`src/rtl/pool_pkg.sv`:
```
// -----------------------------------------------------------------------------
// pool_pkg
// Shared definitions for the pooling controller: FSM state encoding, pooling
// mode encoding and the default coordinate width.
// -----------------------------------------------------------------------------
package pool_pkg;

   // Default width of row/column window coordinates.
   localparam int unsigned COORD_W_DEFAULT = 8;

   // Pooling mode encoding as seen on cfg_mode / ctrl_pool.
   localparam logic MODE_AVG = 1'b0;
   localparam logic MODE_MAX = 1'b1;

   // Controller states.
   typedef enum logic [1:0] {
      StIdle  = 2'd0,
      StRun   = 2'd1,
      StDrain = 2'd2,
      StDone  = 2'd3
   } pool_state_e;

endpackage

```
`src/rtl/pool_win_counter.sv`:
```
// -----------------------------------------------------------------------------
// pool_win_counter
// Raster-order window counter: col is the inner loop (0..cols_lim-1), row the
// outer loop (0..rows_lim-1). 'last' flags the final window (rows-1, cols-1).
// Stepping past the final window wraps back to (0,0).
//
// Ports
//   clk       in   clock, rising edge
//   nrst      in   synchronous active-low reset
//   clear     in   force the count back to (0,0)
//   step      in   advance one window in raster order
//   rows_lim  in   number of window rows
//   cols_lim  in   number of window columns
//   row       out  current window row
//   col       out  current window column
//   last      out  current window is the final one of the map
// -----------------------------------------------------------------------------
module pool_win_counter #(
   parameter int unsigned COORD_W = 8
) (
   input  logic               clk,
   input  logic               nrst,
   input  logic               clear,
   input  logic               step,
   input  logic [COORD_W-1:0] rows_lim,
   input  logic [COORD_W-1:0] cols_lim,
   output logic [COORD_W-1:0] row,
   output logic [COORD_W-1:0] col,
   output logic               last
);

   localparam logic [COORD_W-1:0] CoordOne = COORD_W'(1);

   logic [COORD_W-1:0] row_q, row_d;
   logic [COORD_W-1:0] col_q, col_d;
   logic               last_col;

   assign last_col = (col_q == (cols_lim - CoordOne));
   assign last     = last_col && (row_q == (rows_lim - CoordOne));

   always_comb begin
      row_d = row_q;
      col_d = col_q;
      if (clear) begin
         row_d = '0;
         col_d = '0;
      end else if (step) begin
         if (last_col) begin
            col_d = '0;
            row_d = last ? '0 : (row_q + CoordOne);
         end else begin
            col_d = col_q + CoordOne;
         end
      end
   end

   always_ff @(posedge clk) begin
      if (!nrst) begin
         row_q <= '0;
         col_q <= '0;
      end else begin
         row_q <= row_d;
         col_q <= col_d;
      end
   end

   assign row = row_q;
   assign col = col_q;

endmodule

```
`src/rtl/pooling_ctrl.sv`:
```
// -----------------------------------------------------------------------------
// pooling_ctrl
// Sequences one feature-map pooling operation: issues one window read per
// unstalled cycle in raster order, tracks the three-stage datapath with valid
// bits v1 (buffer output), v2 (datapath input reg) and v3 (datapath output
// reg), and hands results downstream with a valid/ready handshake. A result
// that is not accepted freezes the whole pipe, including the read counter.
//
// Ports
//   clk            in   clock, rising edge
//   nrst           in   synchronous active-low reset
//   start          in   pulse to begin an operation (sampled in IDLE only)
//   cfg_mode       in   1 = max pooling, 0 = average (latched at start)
//   cfg_out_rows   in   output map height in windows (latched at start)
//   cfg_out_cols   in   output map width in windows (latched at start)
//   rd_en          out  read one window from the input window buffer
//   rd_row/rd_col  out  coordinate of the current read
//   in_pipe_en     out  load the datapath input register
//   out_pipe_en    out  load the datapath output register
//   ctrl_pool      out  pooling mode for the datapath
//   wr_valid       out  datapath output register holds a result
//   wr_ready       in   downstream accepts the result
//   wr_row/wr_col  out  coordinate of the result in the output register
//   busy           out  operation in progress (RUN or DRAIN)
//   done           out  one-cycle completion pulse
// -----------------------------------------------------------------------------
module pooling_ctrl
   import pool_pkg::*;
#(
   parameter int unsigned COORD_W = COORD_W_DEFAULT
) (
   input  logic               clk,
   input  logic               nrst,
   input  logic               start,
   input  logic               cfg_mode,
   input  logic [COORD_W-1:0] cfg_out_rows,
   input  logic [COORD_W-1:0] cfg_out_cols,
   output logic               rd_en,
   output logic [COORD_W-1:0] rd_row,
   output logic [COORD_W-1:0] rd_col,
   output logic               in_pipe_en,
   output logic               out_pipe_en,
   output logic               ctrl_pool,
   output logic               wr_valid,
   input  logic               wr_ready,
   output logic [COORD_W-1:0] wr_row,
   output logic [COORD_W-1:0] wr_col,
   output logic               busy,
   output logic               done
);

   pool_state_e        state_q, state_d;

   // Latched configuration.
   logic               mode_q;
   logic [COORD_W-1:0] rows_q;
   logic [COORD_W-1:0] cols_q;

   // Valid bits and coordinates travelling with each pipeline stage.
   logic               v1_q, v2_q, v3_q;
   logic [COORD_W-1:0] r1_q, c1_q, r2_q, c2_q, r3_q, c3_q;

   logic               stall;
   logic               rd_fire;
   logic               start_ok;
   logic               zero_dim;
   logic               last_handshake;

   logic [COORD_W-1:0] win_row;
   logic [COORD_W-1:0] win_col;
   logic               win_last;

   // A held result blocks every stage, since there is no skid storage.
   assign stall    = v3_q & ~wr_ready;
   assign rd_fire  = (state_q == StRun) & ~stall;
   assign start_ok = (state_q == StIdle) & start;
   assign zero_dim = (cfg_out_rows == '0) || (cfg_out_cols == '0);

   // Final result leaves only when nothing is behind it in the pipe.
   assign last_handshake = v3_q & wr_ready & ~v1_q & ~v2_q;

   // Counter stays at (0,0) outside RUN so each run starts clean.
   pool_win_counter #(
      .COORD_W (COORD_W)
   ) u_win_counter (
      .clk      (clk),
      .nrst     (nrst),
      .clear    (state_q != StRun),
      .step     (rd_fire),
      .rows_lim (rows_q),
      .cols_lim (cols_q),
      .row      (win_row),
      .col      (win_col),
      .last     (win_last)
   );

   always_comb begin
      state_d = state_q;
      unique case (state_q)
         StIdle: begin
            if (start) begin
               state_d = zero_dim ? StDone : StRun;
            end
         end
         StRun: begin
            if (rd_fire && win_last) begin
               state_d = StDrain;
            end
         end
         StDrain: begin
            if (last_handshake) begin
               state_d = StDone;
            end
         end
         StDone: begin
            state_d = StIdle;
         end
         default: begin
            state_d = StIdle;
         end
      endcase
   end

   always_ff @(posedge clk) begin
      if (!nrst) begin
         state_q <= StIdle;
         mode_q  <= MODE_AVG;
         rows_q  <= '0;
         cols_q  <= '0;
         v1_q    <= 1'b0;
         v2_q    <= 1'b0;
         v3_q    <= 1'b0;
         r1_q    <= '0;
         c1_q    <= '0;
         r2_q    <= '0;
         c2_q    <= '0;
         r3_q    <= '0;
         c3_q    <= '0;
      end else begin
         state_q <= state_d;

         if (start_ok) begin
            mode_q <= cfg_mode;
            rows_q <= cfg_out_rows;
            cols_q <= cfg_out_cols;
         end

         if (!stall) begin
            v1_q <= rd_fire;
            v2_q <= v1_q;
            v3_q <= v2_q;
            r1_q <= win_row;
            c1_q <= win_col;
            r2_q <= r1_q;
            c2_q <= c1_q;
            r3_q <= r2_q;
            c3_q <= c2_q;
         end
      end
   end

   assign rd_en       = rd_fire;
   assign rd_row      = win_row;
   assign rd_col      = win_col;
   assign in_pipe_en  = v1_q & ~stall;
   assign out_pipe_en = v2_q & ~stall;
   assign wr_valid    = v3_q;
   assign wr_row      = r3_q;
   assign wr_col      = c3_q;
   assign ctrl_pool   = (state_q != StIdle) && (mode_q == MODE_MAX);
   assign busy        = (state_q == StRun) || (state_q == StDrain);
   assign done        = (state_q == StDone);

endmodule
```
`config.mk`:
```
export PLATFORM = sky130hd
export DESIGN_NAME = pooling_ctrl
export DESIGN_NICKNAME = d
export VERILOG_FILES = /design/src/rtl/pool_pkg.sv /design/src/rtl/pool_win_counter.sv /design/src/rtl/pooling_ctrl.sv
export SDC_FILE = /design/constraint.sdc
export NUM_CORES = 1
export LEC_CHECK = 0
export ABC_AREA = 1
export BUFFER_PORTS_ARGS = -buffer_cell sky130_fd_sc_hd__buf_2
export CAP_MARGIN = 20
export CORE_MARGIN = 10
export CORE_UTILIZATION = 40
export CTS_CLUSTER_DIAMETER = 60
export DETAILED_ROUTE_END_ITERATION = 12
export GPL_ROUTABILITY_DRIVEN = 0
export PLACE_DENSITY = 0.58
export SYNTH_ARGS = -nofsm -noshare
export SYNTH_HDL_FRONTEND = slang
export SYNTH_HIERARCHICAL = 1
export SYNTH_SLANG_ARGS = --single-unit
```
`constraint.sdc`:
```
create_clock -name clk -period 4.05 [get_ports clk]
set_clock_uncertainty 0.2 [all_clocks]
set_input_delay 0.405 -clock clk [delete_from_list [all_inputs] [get_ports clk]]
set_output_delay 0.405 -clock clk [all_outputs]
set_load 0.01 [all_outputs]
```
==> flow_metrics.py <==
metrics = {
    "outcome": {
        "status": "complete, no violations",
    },
    "finish": {
        "fillers": 1098,
        "area_growth_pct": 14.1,
        "num-nets-final": 670,
        "antenna_cells": 0,
        "instances_no_fill": 781,
        "drive_gt1_share_pct": 17.4,
        "finalInstanceArea_um2": 4710,
    },
    "yosys": {
        "synthTopCellsByArea": "dfxtp_1 (42%), nor2_1 (12%), o21ai_0 (7.8%)",
        "syn_inst": 589,
        "synth_nets": 619,
        "synth_commonest_cells": "nor2_1 (134), dfxtp_1 (86), nand2_1 (84)",
        "ys.warnings.count": 6,
        "avgSynthCellArea_um2": 7.01,
        "synth_edf_count": 0,
        "synth-async-reset-ratio_pct": 0,
        "synthFlopType": "dfxtp_1",
        "ys_seq_elements": 86,
        "netlist_area_um2": 4130,
        "yosysMostFrequentCell": "nor2_1",
        "synth_top_area_share_pct": 41.7,
        "synth_top_area_cell": "dfxtp_1",
        "synth_cell_types": 35,
        "synth_seq_area_share_pct": 41.7,
    },
    "timing": {
        "final_max_slew_viol_count": 0,
        "post-route-period-util_pct": 62.9,
        "hold_viol": 0,
        "period_minus_slack_ps": 2550,
        "setup-violations-final": 0,
        "grt_setup_unrepaired": "false",
        "relSlewSlack_pct": 66.8,
        "setup-tns-final_ps": 0,
        "max_freq_ghz": 0.393,
        "worstMarginPinSlew_ps": 499,
        "layout_setup_ws_ps": 1500,
    },
    "clocking": {
        "cts_buffer_depth": 2,
        "hold_buffers": 0,
        "cts_tree": "built",
        "cts_sinks": 86,
        "clockRootBuffer": "clkbuf_8",
        "clkLatencyLatePin_ps": 360,
        "ctsResizeCount": 0,
        "h-tree-depth": 3,
        "clkTransAtPathRegs_ps": 90,
        "post_cts_buffers": 0,
        "cts_inserted_buffers": 9,
    },
    "global_route": {
        "grt_pass1_vias": 3608,
        "track_usage_pct": 13.3,
        "grtUsageMet3_pct": 3.89,
        "met1_usage_pct": 16.2,
        "top_usage_layer": "met2",
        "antenna_found_initial": 0,
        "grt.met2_usage_pct": 21.9,
        "grt_max_degree": 54,
        "grt_pass1_wl_mm": 16.4,
        "gr-total-overflow": 0,
    },
    "detailed_routing": {
        "drt.antenna.violating_nets": 0,
        "drt_iter0_drc": 187,
        "wl_per_cell_um": 12.4,
        "drt_wl_total_mm": 9.71,
        "firstDrtPassIters": 4,
        "drc": 0,
        "avgViaCountPerCell": 4.80,
        "vias": 3745,
    },
    "die": {
        "ios": 60,
        "dieArea_um2": 14800,
        "rows": 37,
        "die_y_um": 122,
        "die_w_um": 122,
        "coreArea_um2": 10200,
        "initial_utilization_pct": 40.5,
    },
    "placed_design": {
        "portBuffers": 59,
        "dp_hpwl_mm": 6.97,
        "post-place-cells": 765,
        "pre_cts_ws_ps": 1460,
        "place_area_um2": 4500,
    },
    "critical_path": {
        "cp_max_fo": 53,
        "crit_arrival_ps": 1940,
        "path_class": "flip-flop to output pin",
        "required_ps": 3440,
        "cp-start-kind": "flip-flop",
        "worstSetupEndpointType": "output pin",
    },
    "worst_hold_path": {
        "hold_class": "primary input to flip-flop",
    },
    "flow_run": {
        "cap_violations": 0,
    },
    "pwr": {
        "p_per_area_nw_per_um2": 503,
        "leakagePower_nw": 2.19,
        "vdd_drop_max_uv": 291,
        "p_total_mw": 2.37,
    },
}
==> metal layers <==
layer | wire, um | part of all wire, %
met2 | 4430 | 46
met1 | 4590 | 47
met4 | 124 | 1.3
met5 | 0 | 0
met3 | 565 | 5.8
==> placed cells by master, fill, tap and decap left out, types with 8 or more instances in the layout <==
master,count
nand3_1,26
buf_2,59
nor2_1,134
clkbuf_8,9
dfxtp_1,86
nor2_2,8
ha_1,9
nand2_1,84
o21ai_0,64
a21oi_1,25
inv_1,72
nand4_1,11
==> sequential cells by signal, indices dropped and copies added, names as in the netlist <==
register and flops:
r1_q 8, r2_q 8, state_q 2, c2_q 8
rows_q 8, mode_q 1, wr_col 8, wr_row 8
cols_q 8, v1_q 1, u_win_counter/col 8, v2_q 1
u_win_counter/row 8, wr_valid 1, c1_q 8
==> where the power goes <==
group          total, mW  internal [mW]  switching [mW]
registers          0.988          0.924          0.0644
clock network      0.652          0.301           0.351
logic              0.732          0.270           0.461
total               2.37           1.49           0.877
==> kinds of logic after synthesis <==
logic type	count (synthesis)	share of synthesized area, %
AOI/OAI and AO/OA	99	12.4
xor gates and xnor gates	13	2.94
adders and majority gates	9	2.73
buffers and inverters	98	9.76
DFF	86	41.7
and+or+nand+nor	284	30.5
==> final timing paths <==
kind	start	to	slack [ps]	depth (start not counted)
hold reg to reg	mode_q	mode_q	260	2
setup / recovery	wr_valid	in_pipe_en	1500	5
hold / removal	cfg_out_cols[3]	cols_q[3]	100	3
setup reg to reg	rows_q[0]	state_q[1]	1590	17
==> critical path, stage by stage, from the launching register on <==
cell and delay, ps:
dfxtp_1 410, nand2_4 290, inv_2 150, buf_4 440, nor2_1 120, buf_2 170
==> stage by stage <==
| step | util, % | hold slack [ps] |
|---|---|---|
| after global routing | 46.3 | 93.4 |
| final | 46.3 | 97.2 |
| after detailed placement | 44.2 | 257 |
| after floorplan | - | 230 |
| after CTS | 46.3 | 77.4 |
| after global placement | 44.2 | 242 |
==> area by class of cell <==
type	instances	area [um^2]	share of cell area [%]
sequential	86	1720	36.5
multi-input combinational	405	2000	42.5
inverter	76	288	6.11
tap	136	170	3.61
clock inverter	7	86.3	1.83
clock buffer	9	124	2.63
timing repair buffer	62	318	6.74
Note: power is estimated with default switching activity, not from simulation.
